File: src/rtl/issue_scoreboard.sv
// issue_scoreboard: register busy tracking, in-flight limit and flush for issue.
// Optional SB_RET_BYPASS_EN: a same-cycle retire clears its register's hazard.
module issue_scoreboard #(
  parameter int MAX_INFLIGHT = 4
) (
  input  logic        clk,
  input  logic        rst,
  input  logic        dec_valid_i,
  output logic        dec_ready_o,
  input  logic [4:0]  dec_rs1_i,
  input  logic [4:0]  dec_rs2_i,
  input  logic [4:0]  dec_rd_i,
  input  logic        dec_use_rs1_i,
  input  logic        dec_use_rs2_i,
  input  logic        dec_we_i,
  output logic        issue_valid_o,
  input  logic        issue_ready_i,
  input  logic        ret_valid_i,
  input  logic        ret_we_i,
  input  logic [4:0]  ret_rd_i,
  input  logic        flush_i,
  output logic [31:0] busy_o,
  output logic [3:0]  inflight_o,
  output logic        stall_o
);

  typedef enum logic [1:0] {
    RUN,
    STALL,
    FLUSH
  } state_t;

  localparam logic [3:0] MAXC = 4'(MAX_INFLIGHT);

  state_t      state;
  state_t      state_nxt;
  logic [31:0] busy;
  logic [31:0] busy_nxt;
  logic [31:0] avail;
  logic [31:0] clr;
  logic [31:0] set;
  logic [3:0]  cnt;
  logic [3:0]  cnt_nxt;
  logic        hazard;
  logic        full;
  logic        fire;
  logic        ret_ok;

  always_comb begin
    avail = busy;
`ifdef SB_RET_BYPASS_EN
    if (ret_valid_i && ret_we_i) avail[ret_rd_i] = 1'b0;
`endif
    hazard = (dec_use_rs1_i && avail[dec_rs1_i])
          || (dec_use_rs2_i && avail[dec_rs2_i])
          || (dec_we_i && avail[dec_rd_i]);
  end

  assign full          = (cnt == MAXC);
  assign issue_valid_o = dec_valid_i && !hazard && !full
                      && (state == RUN);
  assign dec_ready_o   = issue_valid_o && issue_ready_i;
  assign fire          = dec_ready_o;
  assign stall_o       = dec_valid_i && (hazard || full)
                      && (state != FLUSH);
  // Retires with nothing in flight belong to squashed work.
  assign ret_ok        = ret_valid_i && (cnt != 4'd0)
                      && (state != FLUSH);

  always_comb begin
    clr = '0;
    set = '0;
    if (ret_ok && ret_we_i) clr[ret_rd_i] = 1'b1;
    if (fire && dec_we_i) set[dec_rd_i] = 1'b1;
    busy_nxt = ((busy & ~clr) | set) & 32'hFFFF_FFFE;
    cnt_nxt  = cnt + 4'(fire) - 4'(ret_ok);
    if (state == FLUSH) state_nxt = RUN;
    else if (stall_o) state_nxt = STALL;
    else state_nxt = RUN;
    if (flush_i) begin
      busy_nxt  = '0;
      cnt_nxt   = '0;
      state_nxt = FLUSH;
    end
  end

  always_ff @(posedge clk or posedge rst) begin
    if (rst) begin
      state <= RUN;
      busy  <= '0;
      cnt   <= '0;
    end else begin
      state <= state_nxt;
      busy  <= busy_nxt;
      cnt   <= cnt_nxt;
    end
  end

  assign busy_o     = busy;
  assign inflight_o = cnt;

endmodule

File: config.mk
export PLATFORM = sky130hd
export DESIGN_NAME = issue_scoreboard
export DESIGN_NICKNAME = d
export VERILOG_FILES = /design/src/rtl/issue_scoreboard.sv
export SDC_FILE = /design/constraint.sdc
export NUM_CORES = 1
export LEC_CHECK = 0
export BUFFER_PORTS_ARGS = -buffer_cell sky130_fd_sc_hd__buf_2
export CORE_ASPECT_RATIO = 2
export CORE_MARGIN = 5
export CORE_UTILIZATION = 55
export CTS_CLUSTER_SIZE = 25
export DETAILED_ROUTE_END_ITERATION = 7
export PLACE_DENSITY_LB_ADDON = 0.2
export SYNTH_ARGS = -nofsm -noshare
export SYNTH_HDL_FRONTEND = slang
export SYNTH_SLANG_ARGS = --single-unit
File: constraint.sdc
create_clock -name clk -period 3.3 [get_ports clk]
set_input_delay 0.165 -clock clk [delete_from_list [all_inputs] [get_ports clk]]
set_output_delay 0.165 -clock clk [all_outputs]
set_load 0.1 [all_outputs]
==> impl_metrics.json, run 1 <==
{
  "cp.arrival_ns": 2.81,
  "tightest_slew_ns": 0.575,
  "vdd.ir_drop.worst_uv": 482,
  "nNetsFinal": 392,
  "crit_family": "buffers and inverters",
  "p_leak_nw": 1.55,
  "avgViaCountPerCell": 7.07,
  "regToRegSetupSlack_ns": 0.58,
  "drtAntennaViolNets": 0,
  "fin_crit_ns": 2.97,
  "htreeDepth": 2,
  "die_w_um": 63.4,
  "synth_area_leader_cell": "dfrtp_1",
  "insertion_delay_ns": 0.29,
  "die_y_um": 117,
  "core_area_mm2": 0.00566,
  "synth_area_mm2": 0.00314,
  "clk_pin_slew_ns": 0.05,
  "grt_max_degree": 38,
  "synthToLayoutAreaGrowth_pct": 18.0,
  "crit_path_top_delay_cell": "dfrtp_4",
  "initial_core_util": 0.555,
  "dr.first_iter.drc_count": 219,
  "reg2reg_depth": 9,
  "cp_max_fo": 34,
  "ys_warn_count": 0,
  "nFillCells": 489,
  "setup_violations": 0,
  "post_drt_wl_per_cell_um": 23.8,
  "hold_ws_ns": 0.112,
  "post_synth_inst_count": 304,
  "dr.pass1.iters": 5,
  "synth_top_area_frac": 0.295,
  "grt_overflow": 0,
  "fmax_mhz": 336,
  "grt_usage": 0.276,
  "die_area_mm2": 0.00741,
  "place.gp.congestion": 0.896,
  "drive_above_1_share": 0.466,
  "total_power_w": 0.00150,
  "powerDensity_mw_per_mm2": 404,
  "layout_commonest_cell": "buf_2",
  "synthTopCellsByArea": "dfrtp_1 29%, mux4_2 12%, o31ai_2 8.8%",
  "cts_setup_buffers": 0,
  "critPathRequiredTime_ns": 3.13,
  "timing.final.crit_share": 0.901,
  "ios": 69,
  "drcViolationCount": 0,
  "cp-start-kind": "register",
  "ys_seq_elements": 37,
  "synthDistinctLibCells": 52,
  "worst-setup-path-type": "reg2out",
  "syn-num-nets": 341,
  "ys_seq_area_frac": 0.295,
  "rsz0062_at_grt": "no",
  "crit_path_start": "busy_o[30]",
  "setup.worst_path.end": "issue_valid_o",
  "final_cell_mix": "66 x buf_2, 35 x nand3_1, 28 x o211ai_1",
  "postLayoutCellArea_mm2": 0.00370,
  "worstReg2RegEnd": "inflight_o[1]",
  "fin_skew_ns": 0.00367,
  "status": "complete, no violations",
  "worst-path-stages": 7,
  "reg2reg_from": "inflight_o[2]",
  "drt_wl_total_mm": 9.92,
  "root_buffer": "clkbuf_16",
  "drv_slew": 0,
  "io_buffers": 67,
  "crit_buf_inv": 2,
  "cts.sinks": 37,
  "post_dp_cell_area_mm2": 0.00356,
  "end_kind": "primary output",
  "cts_buffer_depth": 2,
  "min_path_type": "in2reg",
  "fp-row-count": 39,
  "tritoncts": "yes",
  "antenna_found_initial": 0,
  "antenna_cells": 0,
  "grt_pass1_vias": 3074,
  "critical-path-max-stage-delay_ns": 0.52,
  "place_hpwl_mm": 7.40,
  "cap_violations": 0,
  "crit_chain": "mux4_2, a22oi_2, nand3_1, and4_1, buf_4, nor3_2, buf_2",
  "syn_avg_cell_area_um2": 10.3,
  "cts_buffers": 5,
  "relSlewSlack": 0.614,
  "vias": 2947,
  "hold_viol_final": 0,
  "grt_pass1_wl_mm": 15.7
}
layer usage:
layer / global-route usage / vias to the layer above / routed length [um]
met1: 0.293 / 1436 / 3340
met2: 0.502 / 176 / 5360
met5: 0 / - / 0
li1: - / 1299 / -
met4: 0.169 / 0 / 462
met3: 0.0420 / 36 / 758
final cells by class:
class | instances | area (um^2) | area share
Multi-Input combinational cell | 225 | 2040 | 0.550
Sequential cell | 37 | 998 | 0.270
Timing Repair Buffer | 75 | 413 | 0.111
Clock buffer | 8 | 136 | 0.0368
Tap cell | 61 | 76.3 | 0.0206
Inverter | 11 | 41.3 | 0.0111
how the worst min path moves through the flow:
stage	from	end	slack, ns	cells past startpoint
after floorplan	flush_i	state[1]	0.20	0
after global placement	rst	inflight_o[3]	0.29	3
after detailed placement	rst	busy_o[7]	0.30	3
after CTS	flush_i	state[1]	0.11	1
after global routing	flush_i	state[1]	0.12	1
final	flush_i	state[1]	0.11	1
synth_stat cells, drive strengths merged:
master	number
clkbuf	10
o2111a	1
a22oi	1
nand3b	7
nor2	10
mux2	2
nor3	5
nor4b	1
inv	11
and3b	1
and2	3
buf	21
o311a	1
nor4	4
o32ai	2
mux4	17
and4	1
nand2	7
a21o	1
a21boi	1
nand3	35
xnor2	2
o211a	1
nand4bb	1
o311ai	3
nor3b	3
a21oi	1
o211ai	28
nand4b	6
ha	6
and3	3
or3b	2
o31a	1
o22ai	2
nor2b	7
mux2i	17
nand2b	5
a311o	1
fa	1
o21ai	7
conb	1
dfrtp	37
a221oi	2
o31ai	25
metrics by stage:
step	setup slack [ns]	setup TNS (ns)	std cells	utilization
final	0.328	0	417	0.655
after global routing	0.220	0	417	0.655
after CTS	0.322	0	417	0.655
after detailed placement	0.475	0	408	0.629
after global placement	0.547	0	408	0.629
after floorplan	-0.469	-1.20	304	-
flip-flops by register name (all words and copies together), names as in the netlist:
name / count
state: 2
busy_o: 31
inflight_o: 4
report_power, final:
| part | switching [W] | leakage, nW | internal [W] |
|---|---|---|---|
| Sequential | 0.0000176 | 0.452 | 0.000481 |
| Combinational | 0.000383 | 1.03 | 0.000159 |
| Clock | 0.000176 | 0.0652 | 0.000281 |
| Total | 0.000576 | 1.55 | 0.000921 |
cells by family after synthesis:
group | after synthesis | synth area share
other cells | 1 | 0.00119
simple gates | 101 | 0.188
compound gates | 78 | 0.223
flops | 37 | 0.295
buf+inv | 42 | 0.0721
fa+ha+maj | 7 | 0.0303
mux | 36 | 0.185
xor+xnor | 2 | 0.00558
repair_timing:
| item | in CTS | in global routing |
|---|---|---|
| endpoints found under the hold margin | 19 | 0 |
| resized for setup | 0 | 0 |
| hold buffers | 1 | 0 |
worst register-to-register path, delay by kind of cell (launching register included):
kind	cells	cell delay, ns
AND/OR/NAND/NOR	4	0.91
AO/OA/AOI/OAI	2	0.41
adder cells (fa/ha/maj)	3	0.80
flip-flops	1	0.49
(Power assumes the default switching activity.)
==> inputs of run 2 (changes only) <==
CORE_MARGIN = 10   (was 5)
==> impl_metrics.json, run 2 (synthesized netlist as in run 1, its figures left out) <==
{
  "met1_length_mm": 3.41,
  "cp.arrival_ns": 2.75,
  "dr.pass1.iters": 5,
  "final_cell_mix": "66 x buf_2, 35 x nand3_1, 28 x o211ai_1",
  "cts.sinks": 37,
  "htreeDepth": 2,
  "regToRegSetupSlack_ns": 0.45,
  "cap_violations": 0,
  "hold_ws_ns": 0.0999,
  "switchingPower_w": 0.000567,
  "grt_pass1_vias": 3035,
  "root_buffer": "clkbuf_8",
  "timing.final.crit_share": 0.883,
  "clkPwrFrac": 0.254,
  "ios": 69,
  "post_drt_wl_per_cell_um": 24.5,
  "antenna_cells": 0,
  "synthToLayoutAreaGrowth_pct": 16.6,
  "tightest_slew_ns": 0.663,
  "largest_reg_flops": 31,
  "drt_wl_total_mm": 10.1,
  "cts_buffer_depth": 2,
  "drtAntennaViolNets": 0,
  "place_hpwl_mm": 7.78,
  "io_buffers": 67,
  "crit_path_start": "busy_o[6]",
  "fin_skew_ns": 0.0110,
  "grt_usage": 0.215,
  "insertion_delay_ns": 0.29,
  "grt_max_degree": 38,
  "clk_pin_slew_ns": 0.08,
  "fp-row-count": 38,
  "ctsResizeCount": 0,
  "vias": 2996,
  "reg2reg_depth": 9,
  "die_w_um": 73.4,
  "nNetsFinal": 391,
  "wl_met2_mm": 5.46,
  "cts_buffers": 5,
  "critPathRequiredTime_ns": 3.13,
  "total_power_w": 0.00139,
  "highest_layer": "met4",
  "cp-start-kind": "register",
  "dr.first_iter.drc_count": 197,
  "tritoncts": "yes",
  "fmax_mhz": 343,
  "nFillCells": 446,
  "core_area_mm2": 0.00547,
  "min_path_type": "in2reg",
  "die_y_um": 127,
  "cp_max_fo": 33,
  "power_frac_seq": 0.357,
  "fin_crit_ns": 2.91,
  "p_sw_frac": 0.407,
  "vdd.ir_drop.worst_uv": 449,
  "worst-setup-path-type": "reg2out",
  "drive_above_1_share": 0.473,
  "layout_commonest_cell": "buf_2",
  "setup_violations": 0,
  "end_kind": "primary output",
  "initial_core_util": 0.574,
  "relSlewSlack": 0.557,
  "reg2reg_from": "busy_o[30]",
  "cts_setup_buffers": 0,
  "die_area_mm2": 0.00931,
  "grt_pass1_wl_mm": 16.0,
  "drcViolationCount": 0,
  "p_leak_nw": 1.53,
  "antenna_found_initial": 0,
  "wl_met3_um": 839,
  "place.gp.congestion": 0.926,
  "combPwrFrac": 0.389,
  "status": "complete, no violations",
  "grt_overflow": 0,
  "setup.worst_path.end": "stall_o",
  "powerDensity_mw_per_mm2": 380,
  "drv_slew": 0,
  "power.internal_w": 0.000825,
  "worstReg2RegEnd": "inflight_o[1]",
  "rsz0062_at_grt": "no",
  "avgViaCountPerCell": 7.22,
  "hold_viol_final": 0
}
run 2: cell types whose count changed in the layout (fill, tap and decap cells not counted):
cell and delta:
clkinv_2 +1, clkbuf_16 -5, clkbuf_1 -3, buf_4 -1
clkbuf_8 +7
run 2: layout make-up:
class | instances | area (um^2) | area share
timing repair buffer | 74 | 405 | 0.111
clock buffer | 7 | 96.3 | 0.0263
inverter | 11 | 41.3 | 0.0113
tap | 60 | 75.1 | 0.0205
multi-input combinational | 225 | 2040 | 0.557
sequential | 37 | 998 | 0.273
clock inverter | 1 | 5.00 | 0.00137
run 2: routing by layer:
layer,vias to the layer above,track usage
met3,35,0.0453
met5,-,0
met4,0,0.126
met1,1484,0.229
met2,184,0.371
li1,1293,-
run 2: power by group through the flow:
stage / clock [W] / combinational [W] / sequential, W
after floorplan: 0 / 0.000316 / 0.000625
after global placement: 0 / 0.000528 / 0.000506
after detailed placement: 0 / 0.000541 / 0.000506
after CTS: 0.000355 / 0.000544 / 0.000497
after global routing: 0.000373 / 0.000579 / 0.000499
final: 0.000354 / 0.000542 / 0.000497
run 2: through the flow:
stage               utilization  area (um^2)  instances  worst slack [ns]  setup TNS (ns)
floorplan                     -         3260        304            -0.469           -1.20
global placement          0.649         3550        406             0.498               0
detailed placement        0.649         3550        406             0.346               0
CTS                       0.670         3660        415             0.393               0
global route              0.670         3660        415             0.260               0
finish                    0.670         3660        415             0.385               0
run 2: critical path: stages, from the launching register on:
cell and delay [ns]:
dfrtp_4 0.44, mux2i_1 0.09, mux4_2 0.48, a21boi_0 0.18
and4_1 0.36, buf_4 0.48, o211a_1 0.25, buf_12 0.18
run 2: repair_timing:
item | 4_1_cts | 5_1_grt
hold buffers | 1 | 0
endpoints found under the setup margin | 0 | 0
hold endpoints to repair | 20 | 0
run 2: how the worst min path moves through the flow:
stage,from,endpoint,slack (ns),depth (start not counted)
finish,flush_i,state[1],0.1,1
global route,flush_i,state[1],0.1,1
CTS,flush_i,state[1],0.10,1
detailed placement,rst,busy_o[6],0.31,3
global placement,rst,busy_o[6],0.30,3
floorplan,flush_i,state[1],0.20,0
==> inputs of run 3 (changes only) <==
PLACE_DENSITY = 0.88   (was default)
PLACE_DENSITY_LB_ADDON = default   (was 0.2)
clock period = 2.9 ns   (was 3.3 ns; I/O delays follow)
==> impl_metrics.json, run 3 (synthesized netlist as in run 1, its figures left out) <==
{
  "status": "complete, no violations",
  "postLayoutCellArea_mm2": 0.00368,
  "fp-row-count": 38,
  "io_buffers": 67,
  "grt_max_degree": 35,
  "htreeDepth": 2,
  "met1_length_mm": 3.53,
  "dr.pass1.iters": 5,
  "critPathRequiredTime_ns": 2.76,
  "cts.sinks": 37,
  "setup_violations": 0,
  "tightest_slew_ns": 0.930,
  "grt_usage": 0.228,
  "layout_commonest_cell": "buf_2",
  "relSlewSlack": 0.374,
  "cp-start-kind": "register",
  "drive_above_1_share": 0.472,
  "fin_crit_ns": 2.81,
  "timing.final.crit_share": 0.969,
  "wl_met2_mm": 5.63,
  "hold_viol_final": 0,
  "cts_buffers": 5,
  "avgViaCountPerCell": 7.35,
  "min_path_type": "in2reg",
  "post_dp_cell_area_mm2": 0.00357,
  "fin_skew_ns": 0.00874,
  "worst-setup-path-type": "reg2out",
  "cap_violations": 0,
  "setup.worst_path.end": "stall_o",
  "grt_pass1_wl_mm": 16.7,
  "tritoncts": "yes",
  "cts_buffer_depth": 2,
  "regToRegSetupSlack_ns": 0.14,
  "powerDensity_mw_per_mm2": 425,
  "antenna_cells": 0,
  "vdd.ir_drop.worst_uv": 582,
  "worstReg2RegEnd": "inflight_o[1]",
  "p_leak_nw": 1.52,
  "vias": 3059,
  "end_kind": "primary output",
  "post_drt_wl_per_cell_um": 25.5,
  "drtAntennaViolNets": 0,
  "reg2reg_depth": 9,
  "dr.first_iter.drc_count": 392,
  "insertion_delay_ns": 0.31,
  "grt_overflow": 0,
  "root_buffer": "clkbuf_8",
  "ios": 69,
  "die_area_mm2": 0.00931,
  "die_y_um": 127,
  "cp.arrival_ns": 2.67,
  "fmax_mhz": 356,
  "rsz0062_at_grt": "no",
  "clk_pin_slew_ns": 0.08,
  "drt_wl_total_mm": 10.6,
  "grt_pass1_vias": 3089,
  "wl_met3_um": 912,
  "largest_reg_flops": 31,
  "hold_ws_ns": 0.0689,
  "die_w_um": 73.4,
  "final_cell_mix": "65 x buf_2, 35 x nand3_1, 28 x o211ai_1",
  "drv_slew": 0,
  "cp_max_fo": 34,
  "core_area_mm2": 0.00547,
  "synthToLayoutAreaGrowth_pct": 17.3,
  "crit_path_start": "inflight_o[2]",
  "initial_core_util": 0.574,
  "highest_layer": "met4",
  "antenna_found_initial": 0,
  "reg2reg_from": "inflight_o[2]",
  "nNetsFinal": 392,
  "place_hpwl_mm": 7.96,
  "place.gp.congestion": 1.03,
  "drcViolationCount": 0
}
[run 3: cell type report]
| cell class | count | area (um^2) |
|---|---|---|
| Inverter | 11 | 41.3 |
| Timing Repair Buffer | 75 | 435 |
| Tap cell | 60 | 75.1 |
| Multi-Input combinational cell | 225 | 2050 |
| Fill cell | 441 | 1790 |
| Clock buffer | 7 | 76.3 |
| Sequential cell | 37 | 1000 |
| Clock inverter | 1 | 7.51 |
[run 3: worst min path at each step]
| stage | start | endpoint | cells after the start |
|---|---|---|---|
| 2_1_floorplan | flush_i | state[1] | 0 |
| 3_3_place_gp | rst | busy_o[6] | 2 |
| 3_5_place_dp | rst | busy_o[7] | 2 |
| 4_1_cts | flush_i | state[1] | 1 |
| 5_1_grt | flush_i | state[1] | 1 |
| 6_report | flush_i | state[1] | 1 |
[run 3: report_power, final]
part	total [W]	switching, W	leakage (nW)	internal [W]
clock	0.000366	0.000196	0.0385	0.000170
sequential	0.000566	0.0000202	0.450	0.000546
combinational	0.000630	0.000443	1.03	0.000187
total	0.00156	0.000660	1.52	0.000903
[run 3: critical path, cell delays in order, from the launching register on]
cell and delay [ns]:
dfrtp_4 0.50, ha_4 0.16, and3_4 0.17, a311o_1 0.28, nor4_2 0.38, o22ai_4 0.14, buf_6 0.25, o211a_1 0.29
buf_12 0.17
[run 3: per-stage QoR]
stage	setup TNS (ns)	power [W]	worst slack, ns	cells	utilization
floorplan	-3.18	0.00107	-0.869	304	-
global placement	0	0.00118	0.241	407	0.654
detailed placement	0	0.00120	0.142	407	0.654
CTS	0	0.00157	0.0309	416	0.673
global route	0	0.00164	0.00351	416	0.673
finish	0	0.00156	0.0895	416	0.673
[run 3: what timing repair did]
| item | CTS | global route |
|---|---|---|
| setup buffers | 0 | 0 |
| hold buffers | 1 | 0 |
| gates cloned | 0 | 0 |
| resized for setup | 2 | 1 |
| hold endpoints to repair | 17 | 0 |
| pin swaps | 0 | 0 |
| endpoints found under the setup margin | 1 | 2 |
[run 3: metal layers]
metal  global-route usage  up-vias
li1                     -     1295
met1                0.244     1495
met2                0.386      222
met3               0.0523       47
met4                0.139        0
met5                    0        -
